`src/rtl/motor_pwm_driver_pkg.sv`:
```
// Drive command encoding and channel types shared by
// the movement stage and the H-bridge PWM driver.
package motor_pwm_driver_pkg;

  localparam logic [1:0] DRV_STOP  = 2'b00;
  localparam logic [1:0] DRV_FWD   = 2'b01;
  localparam logic [1:0] DRV_REV   = 2'b10;
  localparam logic [1:0] DRV_BRAKE = 2'b11;

  localparam logic [1:0] PINS_OFF = 2'b00;
  localparam logic [1:0] PINS_FWD = 2'b10;
  localparam logic [1:0] PINS_REV = 2'b01;
  localparam logic [1:0] PINS_BRK = 2'b11;

  typedef enum logic [2:0] {
    ST_STOP,
    ST_FWD,
    ST_REV,
    ST_BRAKE,
    ST_DEAD
  } chan_state_t;

  typedef struct packed {
    logic       en;
    logic [1:0] inx;
  } bridge_t;

endpackage

```
`src/rtl/motor_pwm_driver_channel.sv`:
```
// One H-bridge channel: direction FSM, duty ramp,
// reversal dead time and registered bridge pins.
module motor_channel
  import motor_pwm_driver_pkg::*;
#(
  parameter int PERIOD    = 20,
  parameter int DUTY_MIN  = 5,
  parameter int DUTY_MAX  = 20,
  parameter int RAMP_STEP = 5,
  parameter int DEADTIME  = 10,
  localparam int CW = $clog2(PERIOD + 1),
  localparam int DW = $clog2(DEADTIME + 1)
) (
  input  logic          clk,
  input  logic          rst_n,
  input  logic [1:0]    cmd,
  input  logic [CW-1:0] cnt,
  input  logic [CW-1:0] cnt_nxt,
  output bridge_t       pins
);

  localparam logic [CW-1:0] LAST  = CW'(PERIOD - 1);
  localparam logic [CW-1:0] MIN_D = CW'(DUTY_MIN);
  localparam logic [CW-1:0] MAX_D = CW'(DUTY_MAX);
  localparam logic [CW:0]   STEP_W = (CW + 1)'(RAMP_STEP);
  localparam logic [DW-1:0] DEAD_INIT = DW'(DEADTIME - 1);

  chan_state_t   state_q, state_d;
  logic [CW-1:0] duty_q, duty_d;
  logic [DW-1:0] dead_q, dead_d;
  logic [CW:0]   ramp;
  bridge_t       pins_d;

  assign ramp = {1'b0, duty_q} + STEP_W;

  always_ff @(posedge clk or negedge rst_n) begin
    if (!rst_n) begin
      state_q <= ST_STOP;
      duty_q  <= '0;
      dead_q  <= '0;
      pins    <= '0;
    end else begin
      state_q <= state_d;
      duty_q  <= duty_d;
      dead_q  <= dead_d;
      pins    <= pins_d;
    end
  end

  always_comb begin
    state_d = state_q;
    duty_d  = duty_q;
    dead_d  = dead_q;
    unique case (state_q)
      ST_FWD, ST_REV: begin
        if (cmd == DRV_STOP) begin
          state_d = ST_STOP;
          duty_d  = '0;
        end else if (cmd == DRV_BRAKE) begin
          state_d = ST_BRAKE;
          duty_d  = '0;
        end else if ((state_q == ST_FWD) == (cmd == DRV_REV)) begin
          state_d = ST_DEAD;
          duty_d  = '0;
          dead_d  = DEAD_INIT;
        end else if (cnt == LAST) begin
          duty_d = (ramp >= {1'b0, MAX_D}) ? MAX_D
                                           : ramp[CW-1:0];
        end
      end
      ST_DEAD: begin
        // a command flip-flopping back during DEAD
        // still waits out the full coast time
        if (cmd == DRV_STOP) begin
          state_d = ST_STOP;
        end else if (cmd == DRV_BRAKE) begin
          state_d = ST_BRAKE;
        end else if (dead_q == '0) begin
          state_d = (cmd == DRV_FWD) ? ST_FWD : ST_REV;
          duty_d  = MIN_D;
        end else begin
          dead_d = dead_q - DW'(1);
        end
      end
      default: begin
        unique case (1'b1)
          cmd == DRV_FWD: begin
            state_d = ST_FWD;
            duty_d  = MIN_D;
          end
          cmd == DRV_REV: begin
            state_d = ST_REV;
            duty_d  = MIN_D;
          end
          cmd == DRV_BRAKE: begin
            state_d = ST_BRAKE;
            duty_d  = '0;
          end
          default: begin
            state_d = ST_STOP;
            duty_d  = '0;
          end
        endcase
      end
    endcase
  end

  // pins are registered against the counter value
  // that becomes visible on the same edge
  always_comb begin
    pins_d.en  = 1'b0;
    pins_d.inx = PINS_OFF;
    unique case (state_d)
      ST_FWD: begin
        pins_d.en  = (cnt_nxt < duty_d);
        pins_d.inx = PINS_FWD;
      end
      ST_REV: begin
        pins_d.en  = (cnt_nxt < duty_d);
        pins_d.inx = PINS_REV;
      end
      ST_BRAKE: begin
        pins_d.en  = 1'b1;
        pins_d.inx = PINS_BRK;
      end
      default: begin
        pins_d.en  = 1'b0;
        pins_d.inx = PINS_OFF;
      end
    endcase
  end

endmodule

```
`src/rtl/motor_pwm_driver.sv`:
```
// Dual H-bridge PWM driver: shared period counter
// feeding two independent motor channels.
module motor_pwm_driver
  import motor_pwm_driver_pkg::*;
#(
  parameter int PERIOD    = 20,
  parameter int DUTY_MIN  = 5,
  parameter int DUTY_MAX  = 20,
  parameter int RAMP_STEP = 5,
  parameter int DEADTIME  = 10
) (
  input  logic       ACLK,
  input  logic       ARESETN,
  input  logic [1:0] DriveA,
  input  logic [1:0] DriveB,
  output logic       ENA,
  output logic       IN1,
  output logic       IN2,
  output logic       ENB,
  output logic       IN3,
  output logic       IN4
);

  localparam int CW = $clog2(PERIOD + 1);

  logic [CW-1:0] cnt_q, cnt_d;
  bridge_t       pa, pb;

  assign cnt_d = (cnt_q == CW'(PERIOD - 1)) ? '0
                                            : cnt_q + CW'(1);

  always_ff @(posedge ACLK or negedge ARESETN) begin
    if (!ARESETN) cnt_q <= '0;
    else          cnt_q <= cnt_d;
  end

  motor_channel #(
    .PERIOD   (PERIOD),
    .DUTY_MIN (DUTY_MIN),
    .DUTY_MAX (DUTY_MAX),
    .RAMP_STEP(RAMP_STEP),
    .DEADTIME (DEADTIME)
  ) u_cha (
    .clk    (ACLK),
    .rst_n  (ARESETN),
    .cmd    (DriveA),
    .cnt    (cnt_q),
    .cnt_nxt(cnt_d),
    .pins   (pa)
  );

  motor_channel #(
    .PERIOD   (PERIOD),
    .DUTY_MIN (DUTY_MIN),
    .DUTY_MAX (DUTY_MAX),
    .RAMP_STEP(RAMP_STEP),
    .DEADTIME (DEADTIME)
  ) u_chb (
    .clk    (ACLK),
    .rst_n  (ARESETN),
    .cmd    (DriveB),
    .cnt    (cnt_q),
    .cnt_nxt(cnt_d),
    .pins   (pb)
  );

  assign ENA        = pa.en;
  assign {IN1, IN2} = pa.inx;
  assign ENB        = pb.en;
  assign {IN3, IN4} = pb.inx;

endmodule
```
`config.mk`:
```
export PLATFORM = sky130hd
export DESIGN_NAME = motor_pwm_driver
export DESIGN_NICKNAME = d
export VERILOG_FILES = /design/src/rtl/motor_pwm_driver_pkg.sv /design/src/rtl/motor_pwm_driver_channel.sv /design/src/rtl/motor_pwm_driver.sv
export SDC_FILE = /design/constraint.sdc
export NUM_CORES = 1
export LEC_CHECK = 0
export CORE_MARGIN = 10
export CORE_UTILIZATION = 41
export CTS_CLUSTER_DIAMETER = 40
export DETAILED_ROUTE_END_ITERATION = 7
export SLEW_MARGIN = 20
export SYNTH_ARGS = -nofsm -noshare
export SYNTH_HDL_FRONTEND = slang
export SYNTH_SLANG_ARGS = --single-unit
```
`constraint.sdc`:
```
create_clock -name ACLK -period 2.7 [get_ports ACLK]
set_input_delay 0.81 -clock ACLK [delete_from_list [all_inputs] [get_ports ACLK]]
set_output_delay 0.81 -clock ACLK [all_outputs]
set_load 0.1 [all_outputs]
```
==> qor.txt <==
final WL - 6181 microns
sw frac - 0.4028
largest net degree at the start of global routing - 36
register area share after synthesis - 0.3551
Ys Warns - 0
gr ovfl total - 0
number of global-route vias before repair - 2129
worst skew pair latency - 0.29 ns
final worst path period share - 1.017
clock share of power - 0.174
post-DR vias/cell - 5.396
GP Congestion - 0.8687
Hold WS - 0.5155 ns
area grow syn2layout - 39.07%
critical path class - in -> reg
Worst-Margin Slew - 0.8019 ns
Total GRT Usage - 0.1208
I/O pin total - 12
CP Launch Type - input port
Die Y - 97.56 microns
ratio of cells with drive above 1 in the final layout - 0.3750
layout net count - 374
Initial Util - 0.4190
clk slew on worst S/H paths - 0.07 ns
initial antenna violation count - 0
die area - 0.009517 sq mm
post-synth cell types - 56
Setup Total Neg Slack - -0.08695 ns
Slew headroom - 0.4654
core area - 0.005886 sq mm
commonest cells after routing, fill and taps aside - buf_4 (67), dfrtp_1 (35), nor2_1 (20), a21oi_1 (20)
maximum net fanout on the critical path - 3
first-pass GRT wire length - 9860 microns
Main synth FF type - dfrtp_1
final hold violation count - 0
CTS tree - built
Pre-antenna DRT Iters - 4
clock skew - 0.01197 ns
Power Total - 2.156 mW
PwrDens - 628.6 mW/mm^2
filler instances - 522
Setup crit end kind - flop
LEAKAGE - 1.527 nW
Yosys reg bits - 35
CTS HTree Levels - 2
net switching power - 0.8683 mW
diode count - 0
Mapped Area - 0.002466 sq mm
Placed Area - 0.003110 sq mm
DP Wirelength - 4408 microns
number of enable flip-flop cells after synthesis - 0
final instance area - 0.003430 sq mm
port buffer count - 11
maximum vdd drop - 479.8 uV
Std-Cell Rows - 28
clock sinks - 35
TritonCTS Buffers - 5
cell internal pwr - 1.287 mW
max frequency - 0.3640 GHz
Worst EP required - 2.94 ns
failing checks - setup timing
ANT nets after route - 0
Hold Crit Class - reg -> reg
status - finished, violations left
most common cell after layout, fill and taps aside - buf_4
ys async rst share - 1.000
post-route minimum period - 2.747 ns
DRC - 0
Final Setup Violations - 2
maxcap violations - 0
synthesized instance count - 271
DRT iter0 DRCs - 55
DIE WIDTH - 97.56 microns
Final WS setup - -0.04691 ns
Mapped Nets - 302
clock tree buffer depth - 2
Arr. time, crit path - 2.98 ns
Root Buffer - clkbuf_8
Gate power share - 0.473
RSZ-0062 raised after global routing - yes
Seq pwr share - 0.352
routed len/inst - 14.75 microns
CTS Hold Bufs - 0
Mean Syn Cell Area - 9.100 sq um
Setup WS pre-CTS - -0.8926 ns
vias post-DR - 2261
Final Slew Violations - 0
[power by group through the flow]
stage	Combinational [mW]	Clock, mW	Sequential [mW]
floorplan	0.527	0	0.837
global placement	0.895	0	0.758
detailed placement	0.904	0	0.761
CTS	0.947	0.386	0.755
global route	1.11	0.404	0.777
finish	1.02	0.376	0.759
[cell type report]
| type | count | area, sq um | area share |
|---|---|---|---|
| clock buffer | 7 | 76.32 | 0.02225 |
| clock inverter | 1 | 5.005 | 0.001459 |
| multi-input combinational | 208 | 1698 | 0.4951 |
| inverter | 19 | 93.84 | 0.02736 |
| sequential | 35 | 875.8 | 0.2554 |
| tap | 75 | 93.84 | 0.02736 |
| timing repair buffer | 74 | 586.8 | 0.1711 |
[stage by stage]
step | cells | util
floorplan | 271 | -
global placement | 401 | 0.5285
detailed placement | 401 | 0.5285
CTS | 415 | 0.5576
global route | 419 | 0.5827
finish | 419 | 0.5827
[final timing paths]
kind                               endpoint  cells past startpoint  slack, ns             from
max                           u_chb.pins[2]                     13      -0.05        DriveB[0]
min                         u_cha.dead_q[0]                      1       0.52  u_cha.dead_q[0]
max reg2reg                   u_chb.pins[2]                     12      -0.02  u_chb.dead_q[0]
min reg2reg                 u_cha.dead_q[0]                      1       0.52  u_cha.dead_q[0]
max in group asynchronous  u_cha.state_q[2]                      1       1.58          ARESETN
min in group asynchronous   u_cha.duty_q[3]                      1       0.60          ARESETN
[flip-flops by register name, indices dropped and copies added, names as in the netlist]
signal	cells
cnt_q	5
u_cha.duty_q	5
u_chb.duty_q	5
u_cha.dead_q	4
u_chb.dead_q	4
u_cha.pins	3
u_cha.state_q	3
u_chb.pins	3
u_chb.state_q	3
[worst max-delay path: stages]
cell,delay (ns)
buf_6,0.10
inv_4,0.07
ha_4,0.15
and3b_2,0.22
nor2_4,0.06
nor3b_2,0.26
o21ai_1,0.12
a21o_1,0.24
ha_4,0.22
a21o_1,0.15
a21o_1,0.16
a221oi_2,0.22
maj3_2,0.21
[synth_stat cells (2+ instances only)]
master    number  area share
a211oi_1       2      0.0061
nand2b_1       3      0.0076
clkbuf_2       2      0.0041
maj3_1         2      0.0081
o31ai_1        3      0.0091
buf_2          5       0.010
ha_1          25        0.13
a22oi_1        3      0.0091
a21o_1         5       0.015
o221ai_1       3       0.011
and4_1         2      0.0071
o22ai_1        8       0.020
a221oi_2       2       0.012
o21a_1         4       0.012
o211ai_1       3      0.0091
and3b_1        2      0.0071
nor2b_1        4       0.010
o21ai_0       14       0.028
nor3b_1        6       0.018
xor2_1         3       0.011
nor3_1        10       0.020
a31oi_1        5       0.013
nand3b_1       3      0.0091
nand3_1        6       0.012
a21oi_1       21       0.043
inv_1         19       0.029
or3b_2         2      0.0071
xnor2_1        4       0.014
nand2_1       16       0.024
o21bai_1       2      0.0061
nor2_1        22       0.033
o21ai_2        2      0.0071
dfrtp_1       35        0.36
[routing by layer]
layer,share of wire,GRT usage
met5,0,0
met3,0.027,0.02632
met4,0.015,0.03915
met1,0.48,0.1520
met2,0.48,0.1988
[logic make-up (layout without fill, tap and decap cells)]
family,Yosys count,count (layout),synth area share
flops,35,35,0.3551
compound gates,86,86,0.2364
fa+ha+maj,27,27,0.1350
simple gates,88,88,0.1994
xor+xnor,7,7,0.02486
buf+inv,28,101,0.04921
[repair_timing]
action | CTS | global route
pin swaps | 21 | 15
setup endpoints to repair | 6 | 3
gates resized for setup | 31 | 24
gates cloned | 0 | 0
setup buffers | 6 | 4
No activity file was read; power rests on OpenSTA's default activity.
